===== config.mk =====
export PLATFORM = sky130hd
export DESIGN_NAME = tick_generator_flat
export DESIGN_NICKNAME = d
export VERILOG_FILES = /design/src/rtl/tick_generator_if.sv /design/src/rtl/tick_generator.sv /design/src/flat_wrapper.sv
export SDC_FILE = /design/constraint.sdc
export NUM_CORES = 1
export LEC_CHECK = 0
export CAP_MARGIN = 20
export CORE_ASPECT_RATIO = 0.7
export CORE_UTILIZATION = 61
export DETAILED_ROUTE_END_ITERATION = 8
export PLACE_DENSITY = 0.87
export SYNTH_ARGS = -nofsm -noshare
export SYNTH_HDL_FRONTEND = slang
export SYNTH_SLANG_ARGS = --single-unit

===== constraint.sdc =====
create_clock -name clock -period 5 [get_ports clock]
set_input_delay 1 -clock clock [delete_from_list [all_inputs] [get_ports clock]]
set_output_delay 1 -clock clock [all_outputs]
set_load 0.05 [all_outputs]

===== src/rtl/tick_generator_if.sv =====
// Control and status bundle for tick_generator: the consumer side drives
// configuration and strobes, the generator side returns tick/wave/busy/elapsed.
interface tick_generator_if #(
    parameter int unsigned WIDTH = 28,
    parameter int unsigned ECW   = 8
);
    logic             enable;
    logic             div_load;
    logic [WIDTH-1:0] div_in;
    logic [1:0]       mode;
    logic             start;
    logic             clear_elapsed;
    logic             tick;
    logic             wave;
    logic             busy;
    logic [ECW-1:0]   elapsed;

    modport master (
        output enable, div_load, div_in, mode, start, clear_elapsed,
        input  tick, wave, busy, elapsed
    );

    modport slave (
        input  enable, div_load, div_in, mode, start, clear_elapsed,
        output tick, wave, busy, elapsed
    );
endinterface


===== src/rtl/tick_generator.sv =====
// Programmable clock-enable generator: periodic, one-shot and square-wave
// modes with run-time divisor, freeze and a wrapping tick counter.
module tick_generator #(
    parameter int unsigned WIDTH       = 28,
    parameter int unsigned DEFAULT_DIV = 5,
    parameter int unsigned ECW         = 8
) (
    input logic             clock,
    input logic             reset,
    tick_generator_if.slave bus
);
    typedef enum logic [1:0] {
        MODE_PERIODIC = 2'b00,
        MODE_ONESHOT  = 2'b01,
        MODE_SQUARE   = 2'b10,
        MODE_RESERVED = 2'b11
    } mode_e;

    logic [WIDTH-1:0] div_q;
    logic [WIDTH-1:0] q;
    mode_e            mode_q;
    mode_e            mode_in;
    logic             tick_q;
    logic             wave_q;
    logic             busy_q;
    logic [ECW-1:0]   elapsed_q;

    logic load_ok;
    logic mode_chg;
    logic terminal;
    logic tick_set;

    assign mode_in  = mode_e'(bus.mode);
    assign load_ok  = bus.div_load && (bus.div_in != '0);
    assign mode_chg = (mode_in != mode_q);
    assign terminal = (q == div_q - WIDTH'(1));

    // Whether tick goes high on this edge; shared by the tick register and
    // the elapsed counter so both see the same decision.
    always_comb begin
        tick_set = 1'b0;
        if (!load_ok && !mode_chg && bus.enable && terminal) begin
            if (mode_q == MODE_ONESHOT)
                tick_set = busy_q && !bus.start;
            else
                tick_set = 1'b1;
        end
    end

    always_ff @(posedge clock) begin
        if (reset) begin
            div_q     <= WIDTH'(DEFAULT_DIV);
            q         <= '0;
            mode_q    <= mode_in;
            tick_q    <= 1'b0;
            wave_q    <= 1'b0;
            busy_q    <= 1'b0;
            elapsed_q <= '0;
        end else begin
            if (bus.clear_elapsed)
                elapsed_q <= '0;
            else if (tick_set)
                elapsed_q <= elapsed_q + ECW'(1);

            if (load_ok) begin
                div_q  <= bus.div_in;
                q      <= '0;
                tick_q <= 1'b0;
                busy_q <= 1'b0;
            end else if (mode_chg) begin
                mode_q <= mode_in;
                q      <= '0;
                tick_q <= 1'b0;
                busy_q <= 1'b0;
                wave_q <= 1'b0;
            end else if (!bus.enable) begin
                tick_q <= 1'b0;
            end else begin
                tick_q <= tick_set;
                case (mode_q)
                    MODE_ONESHOT: begin
                        wave_q <= 1'b0;
                        if (bus.start) begin
                            q      <= '0;
                            busy_q <= 1'b1;
                        end else if (busy_q) begin
                            if (terminal) begin
                                q      <= '0;
                                busy_q <= 1'b0;
                            end else begin
                                q <= q + WIDTH'(1);
                            end
                        end else begin
                            q <= '0;
                        end
                    end
                    MODE_SQUARE: begin
                        q <= terminal ? '0 : q + WIDTH'(1);
                        if (terminal)
                            wave_q <= ~wave_q;
                    end
                    default: begin
                        q      <= terminal ? '0 : q + WIDTH'(1);
                        wave_q <= 1'b0;
                    end
                endcase
            end
        end
    end

    assign bus.tick    = tick_q;
    assign bus.wave    = wave_q;
    assign bus.busy    = busy_q;
    assign bus.elapsed = elapsed_q;
endmodule


===== src/flat_wrapper.sv =====
// flat-port wrapper written by rule: the top's interface ports become plain ports
module tick_generator_flat 
#(
    parameter int unsigned WIDTH       = 28,
    parameter int unsigned DEFAULT_DIV = 5,
    parameter int unsigned ECW         = 8
)
  (clock, reset, bus_enable, bus_div_load, bus_div_in, bus_mode, bus_start, bus_clear_elapsed, bus_tick, bus_wave, bus_busy, bus_elapsed);
  tick_generator_if #(.WIDTH(WIDTH), .ECW(ECW)) bus_i ();
  input logic clock;
  input logic reset;
  input wire logic [$bits(bus_i.enable)-1:0] bus_enable;
  input wire logic [$bits(bus_i.div_load)-1:0] bus_div_load;
  input wire logic [$bits(bus_i.div_in)-1:0] bus_div_in;
  input wire logic [$bits(bus_i.mode)-1:0] bus_mode;
  input wire logic [$bits(bus_i.start)-1:0] bus_start;
  input wire logic [$bits(bus_i.clear_elapsed)-1:0] bus_clear_elapsed;
  output wire logic [$bits(bus_i.tick)-1:0] bus_tick;
  output wire logic [$bits(bus_i.wave)-1:0] bus_wave;
  output wire logic [$bits(bus_i.busy)-1:0] bus_busy;
  output wire logic [$bits(bus_i.elapsed)-1:0] bus_elapsed;
  assign bus_i.enable = bus_enable;
  assign bus_i.div_load = bus_div_load;
  assign bus_i.div_in = bus_div_in;
  assign bus_i.mode = bus_mode;
  assign bus_i.start = bus_start;
  assign bus_i.clear_elapsed = bus_clear_elapsed;
  assign bus_tick = bus_i.tick;
  assign bus_wave = bus_i.wave;
  assign bus_busy = bus_i.busy;
  assign bus_elapsed = bus_i.elapsed;
  tick_generator #(.WIDTH(WIDTH), .DEFAULT_DIV(DEFAULT_DIV), .ECW(ECW)) u_core (.clock(clock), .reset(reset), .bus(bus_i));
endmodule

==> summary.md, run 1 <==
| Metric | Value |
|---|---|
| Most frequent cells in the layout | `67 x dfxtp_1, 59 x nand2_1, 51 x nor2_1` |
| Status | `completed` |
| Hold path start | `u_core.bus.elapsed[7]` |
| Unique cell type count in the Yosys netlist | `56` |
| Register area share after synthesis | `0.340` |
| Final setup vio count | `0` |
| CTS Buffer Depth | `2` |
| Starting density of the core | `0.647` |
| CP Capture Point | `u_core.q[10]` |
| Critical path origin | `u_core.div_q[10]` |
| Die span in y | `70.7 um` |
| Clock network fraction of total power | `0.401` |
| Nets | `586` |
| CP Launch Type | `flip-flop` |
| Setup WS post-layout | `0.919 ns` |
| DRT Pass-1 Iters | `5` |
| Worst slack, placed | `0.647 ns` |
| Share of layout cells above drive strength 1 | `0.0598` |
| Worst R2R End | `u_core.q[10]` |
| Total CTS buffers | `9` |
| Iter 0 DRT Violations | `325` |
| Worst slew pin tran | `0.815 ns` |
| Crit end category | `flip-flop` |
| Critical path class | `reg -> reg` |
| Post-CTS Resized | `0` |
| Root Driver | `clkbuf_8` |
| Vias in the first global route | `3720` |
| Final Max Tran Viols | `0` |
| Area post-placement | `0.00461 mm2` |
| Diodes inserted | `0` |
| Die W | `100 um` |
| Clock Latency Late Sink | `0.34 ns` |
| Drt drc | `0` |
| CTS Sinks | `69` |
| Most common cell after layout, fill and taps aside | `dfxtp_1` |
| Peak VDD IR | `0.166 mV` |
| Avg WL per Cell | `16.4 um` |
| R2R Setup Slk | `0.92 ns` |
| Fill cells | `455` |
| Routed vias | `4010` |
| Setup Skew | `0.00748 ns` |
| PD cells | `261 mW/mm2` |
| Crit Path Max Fanout | `26` |
| Dpl hpwl | `7.74 mm` |
| Syn. warnings | `0` |
| Final hold violation count | `0` |
| Drt total wl | `10.6 mm` |
| Max Cap Viol | `0` |
| Initial antenna violation count | `0` |
| FF+latch area | `0.00140 mm2` |
| Synth Cell Area | `0.00412 mm2` |
| Register share of total power | `0.472` |
| Fin crit share | `0.816` |
| RSZ-0062 raised after global routing | `false` |
| Row cnt | `24` |
| Logic pwr share | `0.127` |
| R2R cell count | `10` |
| Period minus WS final | `4.08 ns` |
| P_int | `0.943 mW` |
| FF+latch count, synth | `69` |
| Die footprint | `0.00709 mm2` |
| Placer Congestion | `0.867` |
| Setup TNS | `0 ns` |
| Net count after synthesis | `556` |
| Number of synthesized flops with an enable pin | `2` |
| CTS tree | `built` |
| Pleak | `1.73 nW` |
| CTS H-tree depth | `3` |
| Largest net degree at the start of global routing | `34` |
| Async set-reset flop share out of synthesis | `0` |
| Total track usage | `0.313` |
| Reg2reg start | `u_core.div_q[10]` |
| Relative slew slack | `0.455` |
| Critical Path RT | `5.19 ns` |
| Post-synth top flop | `dfxtp_1` |
| Avg Synthesized Cell Area | `7.96 um2` |
| Hold/Removal Path Class | `reg -> reg` |
| Net Switching | `0.315 mW` |
| Switching Share | `0.251` |
| Core area | `0.00637 mm2` |
| Count of buffers from port buffering | `46` |
| Cts hold-fix bufs | `0` |
| Post-CTS Setup Bufs | `0` |
| Fmax | `245 MHz` |
| I/O pin total | `47` |
| Multi-input gate area | `0.00253 mm2` |
| Antenna Violating Nets Remaining | `0` |
| Clk pin slew, worst setup/hold paths | `0.08 ns` |
| Total grt overflow | `0` |
| Area growth from synthesis to layout | `17.2%` |
| Vias per Instance | `6.24` |
| Cell area after layout | `0.00483 mm2` |
| Crit path DAT | `4.27 ns` |
| Cells after synthesis | `517` |
| First-pass GRT wire length | `17.6 mm` |
-- worst min path at each step --
stage / cells after the start / to / slack, ns
floorplan: 2 / u_core.div_q[20] / 0.46
global placement: 2 / u_core.bus.elapsed[7] / 0.46
global route: 2 / u_core.bus.elapsed[1] / 0.52
detailed placement: 2 / u_core.bus.elapsed[7] / 0.47
finish: 2 / u_core.bus.elapsed[7] / 0.48
CTS: 2 / u_core.bus.elapsed[7] / 0.48
-- metrics by stage --
| stage | hold WS, ns | power, mW | utilization | cells |
|---|---|---|---|---|
| final | 0.484 | 1.26 | 0.758 | 643 |
| after global routing | 0.521 | 1.31 | 0.758 | 643 |
| after CTS | 0.484 | 1.26 | 0.758 | 643 |
| after detailed placement | 0.473 | 0.760 | 0.724 | 627 |
| after global placement | 0.461 | 0.754 | 0.724 | 627 |
| after floorplan | 0.455 | 0.700 | - | 517 |
-- power by group through the flow --
stage               Combinational [mW]  Clock (mW)  Sequential, mW
finish                           0.160       0.504           0.593
global route                     0.175       0.538           0.595
CTS                              0.159       0.509           0.592
detailed placement               0.156           0           0.604
global placement                 0.151           0           0.603
floorplan                        0.105           0           0.595
-- per-layer routing --
layer,wire (um),share of wire,vias up,GRT usage
met2,4820,0.46,192,0.508
met4,250,0.024,0,0.0966
met3,928,0.088,34,0.0830
li1,-,-,1928,-
met5,0,0,-,0
met1,4550,0.43,1856,0.410
-- logic make-up after synthesis --
group,count (synthesis),synth area share
and+or+nand+nor,235,0.296
AOI/OAI and AO/OA,87,0.139
adders and majority gates,3,0.00912
muxes,23,0.0559
buffers and inverters,49,0.0477
DFF,69,0.340
xor gates and xnor gates,51,0.112
-- layout make-up --
type | count | share of cell area
Inverter | 17 | 0.0132
Sequential cell | 69 | 0.290
Multi-Input combinational cell | 399 | 0.525
Timing Repair Buffer | 51 | 0.103
Tap cell | 91 | 0.0236
Clock inverter | 3 | 0.0143
Clock buffer | 13 | 0.0309
-- registers in the layout, summed over array words and instances (netlist names) --
signal and cells:
u_core.div_q 28, u_core.q 28, u_core.bus.elapsed 8, u_core.mode_q 2, u_core.bus.busy 1, u_core.bus.tick 1, u_core.bus.wave 1
-- critical path, cell delays in order, from the launching register on --
cell and delay (ns):
dfxtp_1 0.39, nor4_1 0.65, and4b_1 0.64, nand3_1 0.18
a2111oi_0 0.44, nand4_1 0.19, nor3_1 0.23, nand2_1 0.10
buf_4 0.23, nand2_1 0.63, o311ai_0 0.24
-- synthesized netlist by cell type (7+ instances only) --
library cell | n | share of area
dfxtp_1 | 67 | 0.33
nand2_1 | 59 | 0.054
nor2_1 | 51 | 0.046
nand3_1 | 32 | 0.039
xor2_1 | 27 | 0.057
mux2i_1 | 23 | 0.056
xnor2_1 | 23 | 0.049
o21ai_0 | 22 | 0.027
clkbuf_1 | 21 | 0.019
nand4_1 | 21 | 0.032
a21oi_1 | 18 | 0.022
inv_1 | 17 | 0.015
nor4_1 | 13 | 0.020
buf_2 | 10 | 0.012
nor3_1 | 10 | 0.012
and3_1 | 9 | 0.014
o311ai_1 | 7 | 0.015
or4_1 | 7 | 0.013
(Power assumes the default switching activity.)
==> inputs of run 2 (changes only) <==
CORE_UTILIZATION = 57   (was 61)
PLACE_DENSITY = 0.82   (was 0.87)
clock period = 3.8 ns   (was 5 ns; I/O delays follow)
==> summary.md, run 2 (synthesis results as in run 1) <==
| Metric | Value |
|---|---|
| Share of layout cells above drive strength 1 | `0.0633 (was 0.0598)` |
| Fin crit share | `0.915 (was 0.816)` |
| WHS Endpoint | `u_core.div_q[20] (was u_core.bus.elapsed[7])` |
| Drt drc | `0 (unchanged)` |
| Die footprint | `0.00757 mm2 (was 0.00709 mm2)` |
| Register share of total power | `0.513 (was 0.472)` |
| Clock Latency Late Sink | `0.34 ns (about the same)` |
| R2R cell count | `9 (was 10)` |
| WHS Path Cells | `2 (unchanged)` |
| Count of buffers from port buffering | `46 (unchanged)` |
| Initial antenna violation count | `0 (unchanged)` |
| R2R Setup Slk | `0.32 ns (was 0.92 ns)` |
| Logic pwr share | `0.140 (was 0.127)` |
| Die W | `104 um (was 100 um)` |
| Die span in y | `73.1 um (was 70.7 um)` |
| Crit Path Max Fanout | `15 (was 26)` |
| Setup Skew | `0.0122 ns (was 0.00748 ns)` |
| Fill cells | `564 (was 455)` |
| Area post-placement | `0.00462 mm2 (was 0.00461 mm2)` |
| I/O pin total | `47 (unchanged)` |
| CTS H-tree depth | `3 (unchanged)` |
| PD cells | `317 mW/mm2 (was 261 mW/mm2)` |
| Starting density of the core | `0.598 (was 0.647)` |
| Antenna Violating Nets Remaining | `0 (unchanged)` |
| Status | `completed (unchanged)` |
| Vias per Instance | `6.06 (was 6.24)` |
| Routed vias | `3923 (was 4010)` |
| CTS Sinks | `69 (unchanged)` |
| CP Launch Type | `flip-flop (unchanged)` |
| Core area | `0.00688 mm2 (was 0.00637 mm2)` |
| Dpl hpwl | `7.65 mm (was 7.74 mm)` |
| Nets | `587 (was 586)` |
| Peak VDD IR | `0.187 mV (was 0.166 mV)` |
| Area growth from synthesis to layout | `16.3% (was 17.2%)` |
| First-pass GRT wire length | `17.0 mm (was 17.6 mm)` |
| Setup TNS | `0 ns (unchanged)` |
| Reg2reg start | `u_core.div_q[0] (was u_core.div_q[10])` |
| Period minus WS final | `3.48 ns (was 4.08 ns)` |
| Hold/Removal Path Class | `reg -> reg (unchanged)` |
| Total grt overflow | `0 (unchanged)` |
| Final Max Tran Viols | `0 (unchanged)` |
| Final hold violation count | `0 (unchanged)` |
| Drt total wl | `10.4 mm (was 10.6 mm)` |
| Most common cell after layout, fill and taps aside | `dfxtp_1 (unchanged)` |
| Clk pin slew, worst setup/hold paths | `0.08 ns (about the same)` |
| DRT Pass-1 Iters | `5 (unchanged)` |
| Pleak | `1.71 nW (was 1.73 nW)` |
| Switching Share | `0.273 (was 0.251)` |
| Final setup vio count | `0 (unchanged)` |
| Crit end category | `flip-flop (unchanged)` |
| Row cnt | `25 (was 24)` |
| Net Switching | `0.413 mW (was 0.315 mW)` |
| Most frequent cells in the layout | `67 x dfxtp_1, 59 x nand2_1, 51 x nor2_1 (unchanged)` |
| Iter 0 DRT Violations | `316 (was 325)` |
| Total track usage | `0.284 (was 0.313)` |
| Max Cap Viol | `0 (unchanged)` |
| Vias in the first global route | `3614 (was 3720)` |
| Relative slew slack | `0.573 (was 0.455)` |
| CTS Buffer Depth | `2 (unchanged)` |
| Root Driver | `clkbuf_8 (unchanged)` |
| Worst R2R End | `u_core.bus.elapsed[7] (was u_core.q[10])` |
| Post-CTS Setup Bufs | `0 (unchanged)` |
| CTS tree | `built (unchanged)` |
| Diodes inserted | `0 (unchanged)` |
| RSZ-0062 raised after global routing | `false (unchanged)` |
| Worst slew pin tran | `0.635 ns (was 0.815 ns)` |
| Avg WL per Cell | `16.0 um (was 16.4 um)` |
| Post-CTS Resized | `0 (unchanged)` |
| Placer Congestion | `0.875 (was 0.867)` |
| Total CTS buffers | `9 (unchanged)` |
| Largest net degree at the start of global routing | `34 (unchanged)` |
| Clock network fraction of total power | `0.347 (was 0.401)` |
| Fmax | `288 MHz (was 245 MHz)` |
| Crit path DAT | `3.75 ns (was 4.27 ns)` |
| Cts hold-fix bufs | `0 (unchanged)` |
| Critical path class | `reg -> reg (unchanged)` |
| Critical Path RT | `4.07 ns (was 5.19 ns)` |
| Cell area after layout | `0.00479 mm2 (was 0.00483 mm2)` |
| Hold path start | `u_core.div_q[20] (was u_core.bus.elapsed[7])` |
| P_int | `1.10 mW (was 0.943 mW)` |
-- run 2: cell count changes in the layout (fill, tap and decap cells not counted), sizes merged --
cell      delta
clkinv       +1
clkinvlp     +2
clkbuf       -1
bufinv       -2
buf          +1
-- run 2: area by class of cell --
| type | instances | area (um2) | share of cell area |
|---|---|---|---|
| sequential | 69 | 1400 | 0.293 |
| timing repair buffer | 52 | 505 | 0.106 |
| multi-input combinational | 399 | 2530 | 0.528 |
| clock buffer | 12 | 145 | 0.0303 |
| inverter | 17 | 63.8 | 0.0133 |
| tap | 94 | 118 | 0.0246 |
| clock inverter | 4 | 25.0 | 0.00522 |
-- run 2: routing by layer --
metal / share of wire / routed length (um) / track usage / vias up
met5: 0 / 0 / 0 / -
met4: 0.017 / 178 / 0.0998 / 0
met3: 0.050 / 521 / 0.0616 / 20
met2: 0.45 / 4710 / 0.471 / 116
met1: 0.48 / 4950 / 0.370 / 1847
li1: - / - / - / 1940
-- run 2: worst max path at each step --
stage / from / endpoint / slack, ns / cells past startpoint
2_1_floorplan: bus_div_in[11] / u_core.q[24] / 0.84 / 10
3_3_place_gp: bus_div_in[6] / u_core.bus.elapsed[5] / 0.30 / 9
3_5_place_dp: bus_div_in[6] / u_core.bus.elapsed[7] / 0.20 / 9
4_1_cts: u_core.div_q[0] / u_core.bus.elapsed[7] / 0.34 / 10
5_1_grt: u_core.div_q[0] / u_core.bus.elapsed[5] / 0.03 / 9
6_report: u_core.div_q[0] / u_core.bus.elapsed[7] / 0.32 / 9
-- run 2: critical path: stages (launching register included) --
cell     delay, ns
dfxtp_1       0.37
nor4_1        0.60
and4b_1       0.50
nand3_1       0.11
o21ai_0       0.21
a32oi_1       0.16
nor4_2        0.38
nand4_2       0.35
or4_1         0.56
a21oi_1       0.15
-- run 2: power groups by stage --
stage / Combinational, mW / Sequential (mW) / Clock [mW]
2_1_floorplan: 0.138 / 0.783 / 0
3_3_place_gp: 0.202 / 0.793 / 0
3_5_place_dp: 0.208 / 0.794 / 0
4_1_cts: 0.211 / 0.777 / 0.533
5_1_grt: 0.233 / 0.781 / 0.563
6_report: 0.213 / 0.778 / 0.526
-- run 2: per-stage QoR --
| stage | util | hold slack, ns | std cells | worst slack, ns | total power [mW] |
|---|---|---|---|---|---|
| floorplan | - | 0.455 | 517 | 0.845 | 0.921 |
| finish | 0.696 | 0.498 | 647 | 0.322 | 1.52 |
| global placement | 0.671 | 0.471 | 631 | 0.296 | 0.994 |
| CTS | 0.696 | 0.501 | 647 | 0.339 | 1.52 |
| global route | 0.696 | 0.524 | 647 | 0.0272 | 1.58 |
| detailed placement | 0.671 | 0.490 | 631 | 0.200 | 1.00 |
